**config.mk**
```make
export PLATFORM = sky130hd
export DESIGN_NAME = timer_count_unit
export DESIGN_NICKNAME = d
export VERILOG_FILES = /design/src/rtl/timer_count_unit.sv
export SDC_FILE = /design/constraint.sdc
export NUM_CORES = 1
export LEC_CHECK = 0
export CAP_MARGIN = 5
export CORE_MARGIN = 4
export CORE_UTILIZATION = 50
export DETAILED_ROUTE_END_ITERATION = 6
export PLACE_DENSITY_LB_ADDON = 0.12
export SYNTH_ARGS = -nofsm -noshare
export SYNTH_HDL_FRONTEND = slang
export SYNTH_SLANG_ARGS = --single-unit
```
**constraint.sdc**
```tcl
create_clock -name clk -period 5.3 [get_ports clk]
set_input_delay 1.06 -clock clk [delete_from_list [all_inputs] [get_ports clk]]
set_output_delay 1.06 -clock clk [all_outputs]
set_load 0.01 [all_outputs]
```
**src/rtl/timer_count_unit.sv**
```systemverilog
// rtl/timer_count_unit.sv - BCD mm:ss counter with prescaler, preset load and end saturation
module timer_count_unit #(
    parameter int TICK_DIV = 100000000
) (
    input  logic        clk,
    input  logic        reset,
    input  logic        count_enable,
    input  logic        up,
    input  logic [1:0]  mode,
    input  logic        load,
    input  logic [15:0] preset,
    output logic [15:0] value,
    output logic        at_zero,
    output logic        at_max,
    output logic        step
);

    localparam int PW = (TICK_DIV > 2) ? $clog2(TICK_DIV) : 1;
    localparam logic [PW-1:0] PRESC_LAST = PW'(TICK_DIV - 1);

    logic [PW-1:0] r_presc;
    logic [15:0]   r_value;
    logic          r_step;

    logic          w_tick;
    logic          w_can_step;
    logic [15:0]   w_inc;
    logic [15:0]   w_dec;
    logic [15:0]   w_clamped;
    logic [15:0]   w_load_value;

    assign value   = r_value;
    assign step    = r_step;
    assign at_zero = (r_value == 16'h0000);
    assign at_max  = (r_value == 16'h9959);

    assign w_tick     = count_enable && (r_presc == PRESC_LAST);
    assign w_can_step = up ? !at_max : !at_zero;

    // Per-digit clamp keeps every loaded value a legal mm:ss BCD time.
    always_comb begin
        w_clamped[15:12] = (preset[15:12] > 4'd9) ? 4'd9 : preset[15:12];
        w_clamped[11:8]  = (preset[11:8]  > 4'd9) ? 4'd9 : preset[11:8];
        w_clamped[7:4]   = (preset[7:4]   > 4'd5) ? 4'd5 : preset[7:4];
        w_clamped[3:0]   = (preset[3:0]   > 4'd9) ? 4'd9 : preset[3:0];
    end

    always_comb begin
        w_load_value = w_clamped;
        case (mode)
            2'b00:   w_load_value = 16'h0000;
            2'b01:   w_load_value = 16'h9959;
            default: w_load_value = w_clamped;
        endcase
    end

    always_comb begin
        w_inc = r_value;
        if (r_value[3:0] != 4'd9) begin
            w_inc[3:0] = r_value[3:0] + 4'd1;
        end else begin
            w_inc[3:0] = 4'd0;
            if (r_value[7:4] != 4'd5) begin
                w_inc[7:4] = r_value[7:4] + 4'd1;
            end else begin
                w_inc[7:4] = 4'd0;
                if (r_value[11:8] != 4'd9) begin
                    w_inc[11:8] = r_value[11:8] + 4'd1;
                end else begin
                    w_inc[11:8]  = 4'd0;
                    w_inc[15:12] = r_value[15:12] + 4'd1;
                end
            end
        end
    end

    always_comb begin
        w_dec = r_value;
        if (r_value[3:0] != 4'd0) begin
            w_dec[3:0] = r_value[3:0] - 4'd1;
        end else begin
            w_dec[3:0] = 4'd9;
            if (r_value[7:4] != 4'd0) begin
                w_dec[7:4] = r_value[7:4] - 4'd1;
            end else begin
                w_dec[7:4] = 4'd5;
                if (r_value[11:8] != 4'd0) begin
                    w_dec[11:8] = r_value[11:8] - 4'd1;
                end else begin
                    w_dec[11:8]  = 4'd9;
                    w_dec[15:12] = r_value[15:12] - 4'd1;
                end
            end
        end
    end

    always_ff @(posedge clk) begin
        if (!reset) begin
            r_value <= 16'h0000;
            r_presc <= '0;
            r_step  <= 1'b0;
        end else if (load) begin
            r_value <= w_load_value;
            r_presc <= '0;
            r_step  <= 1'b0;
        end else begin
            r_step <= 1'b0;
            if (w_tick) begin
                r_presc <= '0;
                if (w_can_step) begin
                    r_value <= up ? w_inc : w_dec;
                    r_step  <= 1'b1;
                end
            end else if (count_enable) begin
                r_presc <= r_presc + PW'(1);
            end
        end
    end

endmodule

```
==> results of run 1 <==
==> cells by family (layout without fill, tap and decap cells) <==
kind of cell	after synthesis	after routing	share of synthesized area (%)
AOI/OAI and AO/OA	67	67	15.1
xor gates and xnor gates	35	35	10.9
adders and majority gates	4	4	2.05
buffers and inverters	30	56	4.94
DFF	44	44	31.4
muxes	8	8	2.98
and+or+nand+nor	169	169	32.6
==> layout make-up <==
cell class | instances | area [um^2] | area share (%)
sequential | 44 | 881 | 26.5
clock buffer | 6 | 82.6 | 2.49
clock inverter | 2 | 38.8 | 1.17
inverter | 6 | 22.5 | 0.678
timing repair buffer | 42 | 418 | 12.6
multi-input combinational | 283 | 1790 | 53.9
tap | 72 | 90.1 | 2.71
==> stage by stage <==
step / area, um^2 / setup WS, ps / std cells
after detailed placement: 3200 / 1760 / 447
after floorplan: 2810 / 2710 / 357
after global placement: 3200 / 1820 / 447
final: 3320 / 2010 / 455
after CTS: 3320 / 2000 / 455
after global routing: 3320 / 1790 / 455
==> registers in the layout, indices dropped and copies added (netlist names) <==
name	flops
r_presc	27
value	16
step	1
==> critical path, delay by kind of cell, from the launching register on <==
kind                   cells  cell delay (ps)
and+or+nand+nor            2              890
buffers and inverters      1              590
DFF                        1              450
==> cells in the final DEF (no fill, tap or decap), types with 7 or more instances in the layout <==
cell             instances
nand3_1                 18
a21oi_1                 13
dfxtp_1                 44
nor2_1                  42
nand4_1                  8
mux2i_1                  7
nand2_1                 38
xor2_1                  14
nand2b_1                 7
o22ai_1                  8
nor3_1                   8
clkdlybuf4s50_1         41
nor4_1                   7
xnor2_1                 21
and3_1                   7
o21ai_0                 21
==> power by group through the flow <==
stage                     clock (mW)  sequential [mW]  combinational [mW]
after global routing           0.296            0.360               0.138
final                          0.272            0.358               0.125
after detailed placement           0            0.365               0.125
after global placement             0            0.365               0.124
after CTS                      0.281            0.357               0.126
after floorplan                    0            0.357              0.0859
==> how the worst max path moves through the flow <==
stage	start	endpoint	slack, ps
3_5_place_dp	count_enable	r_presc[12]	1760
6_report	value[4]	at_zero	2010
3_3_place_gp	count_enable	r_presc[1]	1820
4_1_cts	value[4]	at_zero	2000
2_1_floorplan	up	value[12]	2710
5_1_grt	count_enable	r_presc[4]	1790
==> per-layer routing <==
layer	track usage, %	vias up	share of wire, %
met5	0	-	0
met4	3.71	0	0.77
met3	4.07	5	3.5
met2	29.1	44	45
met1	28.8	1214	50
li1	-	1327	-
==> metrics.cfg, run 1 <==
[power_and_ir_drop]
seq_power_share_pct=47.4
power_leakage_nw=1.10
p_clk_share_pct=36.0
finalPower_mw=0.755
p_int_mw=0.559
power_density_nw_per_um2=227
p_comb_share_pct=16.6
switchingPower_mw=0.196
ir_drop_uv=138
switching_share_pct=26.0

[timing]
finalClockSkew_ps=7.12
drv_slew=0
rsz0062_at_grt=no
hold_viol_final=0
setup_tns_ps=0
setup_viol_count_final=0
worst_slew_pin_slew_ps=932
period_share_pct=62.1
slew_headroom_pct=37.9
finalCriticalPeriod_ps=3290
holdWs_ps=518
fmax_mhz=304

[detailed_routing]
wirelength_mm=6.51
drtIter0Drc=175
drt-pass1-iter-count=4
avgRoutedWirePerCell_um=14.3
detail_route.vias_per_cell=5.69
drtAntennaViolNets=0
route.detailed.drc=0
vias=2590

[run]
drv_cap=0

[clocking]
cts_resized=0
cts_buffers=5
post_cts_buffers=0
cts_max_level=2
clockBufferDepth=2
worstSkewPairLatency_ps=300
clock_sinks=44
clk_pin_slew_ps=90
cts_tree=built
ctsHoldBuffers=0
clockRootBuffer=clkbuf_8

[run_status]
outcome=finished, final reports clean

[logic_synthesis]
synth.area.top_cells=dfxtp_1 (31%), xnor2_1 (6.5%), nor2_1 (5.6%)
synth_commonest_cells=dfxtp_1 (44), nor2_1 (42), nand2_1 (38)
synth_nets=384
synth.most_common_cell=dfxtp_1
synth_edf_count=0
synth_seq_cells=44
yosysWarnings=0
synth-main-ff-cell=dfxtp_1
synth_top_cell_by_area=dfxtp_1
yosysSeqAreaShare_pct=31.4
synth_cells=357
yosysUniqueCellTypes=53
syn_area_um2=2810
syn_avg_cell_area_um2=7.87
synth_top_area_share_pct=31.4
synthArstFlopShare_pct=0

[layout]
antenna_cells=0
fin_nets=409
drive_gt1_share_pct=4.70
nFillCells=522
area_growth_pct=18.3
utilization_pct=60.7

[worst_setup_path]
cp_max_fo=13
crit_required_ps=4240
end_kind=primary output
slowest_delay_ps=590
path_cells=or4_4, nor4b_4, clkdlybuf4s50_1
reg2reg_depth=6
critPathArrivalTime_ps=2230
r2r_setup_slack_ps=2880
cp-start-kind=register
r2r-end=r_presc[12]
reg2reg_from=r_presc[0]
slowest_stage=or4_4
crit_type=reg2out

[global_routing]
grt.total_usage_pct=19.4
grt_max_degree=28
grt_pass1_vias=2293
grt_pass1_wl_mm=11.3
antenna_found_initial=0
grt_overflow=0

[place]
finalWeightedCongestion=0.801
numPortBuffers=41
dp_hpwl_mm=4.60

[floorplan]
io_pins=42
start_util_pct=51.3
fp.dieW_um=83.0
die_h_um=83.0
die-area_um2=6880
core-area_um2=5470
rows=27

[min_path]
min_path_type=reg2reg
hold_depth=2
hold_start=r_presc[20]
hold_end=r_presc[20]

No activity file was read; power rests on OpenSTA's default activity.
==> inputs of run 2 (changes only) <==
- clock period: 5.3 -> 3.42 ns (I/O delays scaled with it)
==> metrics.cfg, run 2 (synthesized netlist as in run 1, its figures left out) <==
[timing]
worst_slew_pin_slew_ps=634  ; -299 ps
period_share_pct=85.8
hold_viol_final=0  ; unchanged
finalClockSkew_ps=8.88  ; +1.76 ps
finalCriticalPeriod_ps=2930
setup_tns_ps=0  ; unchanged
slew_headroom_pct=57.5  ; +20 points
holdWs_ps=522  ; +3.93 ps
fmax_mhz=341
drv_slew=0  ; unchanged
setup_viol_count_final=0  ; unchanged
worst_slack_ps=486  ; -1520 ps
rsz0062_at_grt=no

[run_status]
outcome=finished, final reports clean

[worst_setup_path]
reg2reg_depth=6  ; unchanged
cp-start-kind=register
crit_family=simple AND/OR/NAND/NOR gates
cp_max_fo=12  ; -1
end_kind=primary output
path_buf_inv=1  ; unchanged
slowest_stage=or4_4
path_cells=or4_4, nor4b_4, clkdlybuf4s50_1
critPathArrivalTime_ps=2250  ; +20 ps
crit_required_ps=2740  ; -1500 ps
cp_num_cells=3  ; unchanged
crit_type=reg2out
slowest_delay_ps=610  ; +20 ps

[clocking]
clockRootBuffer=clkbuf_8
clockBufferDepth=2  ; unchanged
ctsHoldBuffers=0  ; unchanged
post_cts_buffers=0  ; unchanged
cts_buffers=5  ; unchanged
worstSkewPairLatency_ps=290  ; about the same
clock_sinks=44  ; unchanged
cts_tree=built
cts_max_level=2  ; unchanged
clk_pin_slew_ps=80  ; about the same
cts_resized=0  ; unchanged

[power_and_ir_drop]
finalPower_mw=1.18  ; +56%
ir_drop_uv=200  ; +45%
power_density_nw_per_um2=351  ; +54%
power_leakage_nw=1.12  ; +2.4%

[layout]
area_growth_pct=19.8
drive_gt1_share_pct=5.93  ; +1.2 points
antenna_cells=0  ; unchanged
nFillCells=513  ; -1.7%
top_register=r_presc
layout_common_cells=dfxtp_1 (44), nor2_1 (42), clkdlybuf4s50_1 (41)
layout.cells.most_common=dfxtp_1
fin_nets=414  ; +1.2%
stdcell_count=460  ; +1.1%
largest_reg_flops=27  ; unchanged

[floorplan]
rows=27  ; unchanged
core-area_um2=5470  ; unchanged
start_util_pct=51.3  ; unchanged
fp.dieW_um=83.0  ; unchanged
die-area_um2=6880  ; unchanged
die_h_um=83.0  ; unchanged
io_pins=42  ; unchanged

[detailed_routing]
drtAntennaViolNets=0  ; unchanged
vias=2627  ; +1.4%
route.detailed.drc=0  ; unchanged
drtIter0Drc=186  ; +6.3%
detail_route.vias_per_cell=5.71  ; +0.33%
drt-pass1-iter-count=5  ; +1
wirelength_mm=6.48  ; -0.46%
avgRoutedWirePerCell_um=14.1  ; -1.5%

[global_routing]
antenna_found_initial=0  ; unchanged
grt.total_usage_pct=18.8  ; -0.58 points
grt_pass1_vias=2293  ; unchanged
grt_max_degree=27  ; -3.6%
grt_pass1_wl_mm=11.0  ; -2.6%
grt_overflow=0  ; unchanged

[min_path]
hold_depth=2  ; unchanged
min_path_type=reg2reg

[place]
dp_hpwl_mm=4.77  ; +3.7%
numPortBuffers=41  ; unchanged
finalWeightedCongestion=0.859  ; +7.3%
pre_cts_ws_ps=563  ; -1190 ps
place_inst=452  ; +1.1%

[run]
drv_cap=0  ; unchanged

-- run 2: cell types whose count changed in the layout (fill, tap and decap cells not counted), sizes merged --
cell	change
buf	+5
clkbuf	+1
clkinv	-1
-- run 2: area by class of cell --
cell class | count | area, um^2 | share of cell area (%)
repair buffers | 47 | 455 | 13.5
inverters | 6 | 22.5 | 0.669
clock inverters | 1 | 30.0 | 0.893
clock buffers | 7 | 96.3 | 2.86
multi-input cells | 283 | 1790 | 53.2
flip-flops and latches | 44 | 881 | 26.2
well taps | 72 | 90.1 | 2.68
-- run 2: metal layers --
layer	GRT usage [%]	wire length [um]
met5	0	0
met2	28.0	2880
met4	5.05	62
met3	3.57	385
met1	27.7	3160
-- run 2: where the power goes --
part | internal (mW) | switching (mW)
clock | 0.258 | 0.169
sequential | 0.523 | 0.0312
combinational | 0.107 | 0.0920
-- run 2: worst register-to-register path: cells and delay by family (launching register included) --
family	cells	cell delay, ps
DFF	1	630
xor gates and xnor gates	1	170
AOI/OAI and AO/OA	4	1080
and+or+nand+nor	1	260
-- run 2: worst paths after layout --
check / start / end / slack (ps)
worst max-delay path: value[2] / at_zero / 490
worst min-delay path: r_presc[20] / r_presc[20] / 520
worst max register to register: value[0] / value[12] / 1160
worst min register to register: r_presc[20] / r_presc[20] / 520
-- run 2: per-stage QoR --
| step | area (um^2) | util (%) |
|---|---|---|
| floorplan | 2810 | - |
| global placement | 3240 | 59.2 |
| detailed placement | 3240 | 59.2 |
| CTS | 3360 | 61.5 |
| global route | 3360 | 61.5 |
| finish | 3360 | 61.5 |
==> inputs of run 3 (changes only) <==
- CORE_ASPECT_RATIO: unset -> 1.25
- SLEW_MARGIN: unset -> 0
==> metrics.cfg, run 3 (synthesized netlist as in run 1, its figures left out) <==
[detailed_routing]
avgRoutedWirePerCell_um=14.9  ; +5.5%
detail_route.vias_per_cell=5.81  ; +1.8%
wirelength_mm=6.69  ; +3.2%
drt-pass1-iter-count=4  ; -1
drtIter0Drc=101  ; -46%
drtAntennaViolNets=0  ; unchanged
vias=2615  ; -0.46%
route.detailed.drc=0  ; unchanged

[timing]
hold_viol_final=0  ; unchanged
fmax_mhz=340  ; -0.21%
rsz0062_at_grt=no
drv_slew=0  ; unchanged
worst_slew_pin_slew_ps=673  ; +39.6 ps
setup_viol_count_final=0  ; unchanged
finalCriticalPeriod_ps=2940  ; +6.22 ps
setup_tns_ps=0  ; unchanged
period_share_pct=86.0  ; +0.18 points
slew_headroom_pct=54.9  ; -2.7 points
finalClockSkew_ps=7.88  ; -1.00 ps

[min_path]
hold_end=r_presc[20]
hold_depth=2  ; unchanged
min_path_type=reg2reg
hold_start=r_presc[20]

[global_routing]
grt.total_usage_pct=20.1  ; +1.2 points
grt_pass1_vias=2338  ; +2.0%
grt_util_met2_pct=33.4  ; +5.4 points
grt.busiest_layer=met2
grt_max_degree=27  ; unchanged
grtUsageMet1_pct=25.9  ; -1.8 points
met3_usage_pct=3.84  ; +0.27 points
grt_pass1_wl_mm=11.0  ; +0.38%
grt_overflow=0  ; unchanged
antenna_found_initial=0  ; unchanged

[clocking]
cts_max_level=2  ; unchanged
clock_sinks=44  ; unchanged
clockRootBuffer=clkbuf_8
cts_resized=0  ; unchanged
worstSkewPairLatency_ps=300  ; about the same
cts_tree=built
cts_buffers=5  ; unchanged
clk_pin_slew_ps=80  ; about the same
post_cts_buffers=0  ; unchanged
clockBufferDepth=2  ; unchanged
ctsHoldBuffers=0  ; unchanged

[worst_setup_path]
cp-start-kind=register
path_buf_inv=1  ; unchanged
crit_family=simple AND/OR/NAND/NOR gates
r2r_setup_slack_ps=1090  ; -70 ps
r2r-end=value[15]
reg2reg_depth=6  ; unchanged
cp_max_fo=13  ; +1
end_kind=primary output
crit_type=reg2out
path_cells=or4_4, nor4b_4, clkdlybuf4s50_1
critPathArrivalTime_ps=2260  ; about the same
slowest_stage=or4_4
slowest_delay_ps=600  ; about the same
crit_required_ps=2740  ; about the same
setup.worst_path.start=value[4]
reg2reg_from=value[0]

[floorplan]
io_pins=42  ; unchanged
fp.dieW_um=75.0  ; -9.5%
rows=30  ; +11%
die_h_um=91.8  ; +11%
die-area_um2=6890  ; +0.12%
start_util_pct=51.6  ; +0.28 points
core-area_um2=5440  ; -0.55%

[place]
dp_hpwl_mm=4.87  ; +2.3%
finalWeightedCongestion=0.791  ; -8.0%
numPortBuffers=41  ; unchanged

[layout]
layout.cells.most_common=dfxtp_1
nFillCells=500  ; -2.5%
area_growth_pct=17.6
layout_common_cells=dfxtp_1 (44), nor2_1 (42), clkdlybuf4s50_1 (41)
drive_gt1_share_pct=5.44  ; -0.49 points
antenna_cells=0  ; unchanged
top_register=r_presc
fin_nets=413  ; -0.24%
largest_reg_flops=27  ; unchanged

[run]
drv_cap=0  ; unchanged

[power_and_ir_drop]
switching_share_pct=28.2  ; +3.5 points
p_clk_share_pct=29.6  ; -6.5 points
p_int_mw=0.769  ; -13%
switchingPower_mw=0.302  ; +3.4%
p_comb_share_pct=18.6  ; +1.7 points
seq_power_share_pct=51.8  ; +4.8 points
finalPower_mw=1.07  ; -9.3%
power_density_nw_per_um2=324  ; -7.6%
ir_drop_uv=264  ; +32%
power_leakage_nw=1.10  ; -2.6%

[run_status]
outcome=finished, final reports clean

==> run 3: tightest hold or removal path, stage by stage, from the launching register on <==
cell	delay (ps)
dfxtp_1	340
o21ai_0	70
a21oi_1	60
==> run 3: area by class of cell <==
| class | instances | area [um^2] | share of cell area (%) |
|---|---|---|---|
| Inverter | 6 | 22.5 | 0.682 |
| Timing Repair Buffer | 46 | 448 | 13.6 |
| Tap cell | 64 | 80.1 | 2.43 |
| Multi-Input combinational cell | 283 | 1790 | 54.2 |
| Sequential cell | 44 | 881 | 26.7 |
| Clock buffer | 5 | 68.8 | 2.08 |
| Clock inverter | 2 | 12.5 | 0.379 |
==> run 3: how the worst max path moves through the flow <==
stage                           end  slack (ps)  cells past startpoint
after detailed placement   value[2]         510                      7
after global placement     value[2]         590                      7
after global routing        at_zero         390                      3
final                       at_zero         480                      3
after CTS                   at_zero         480                      3
after floorplan           value[12]        1210                      7
==> run 3: layer usage <==
metal | vias up | part of all wire [%]
met4 | 0 | 0.85
met2 | 67 | 49
met5 | - | 0
met3 | 7 | 6.7
li1 | 1332 | -
met1 | 1209 | 43
==> run 3: per-stage QoR <==
| step | hold slack, ps | setup WS, ps | cell area, um^2 | util [%] | instances |
|---|---|---|---|---|---|
| floorplan | 475 | 1210 | 2810 | - | 357 |
| global placement | 493 | 591 | 3220 | 59.2 | 443 |
| detailed placement | 508 | 507 | 3220 | 59.2 | 443 |
| CTS | 520 | 479 | 3300 | 60.7 | 450 |
| global route | 553 | 394 | 3300 | 60.7 | 450 |
| finish | 513 | 480 | 3300 | 60.7 | 450 |
==> run 3: power groups by stage <==
stage	registers (mW)	clock network [mW]	logic [mW]
floorplan	0.553	0	0.133
global placement	0.566	0	0.197
detailed placement	0.567	0	0.199
CTS	0.554	0.326	0.200
global route	0.559	0.346	0.218
finish	0.555	0.317	0.199
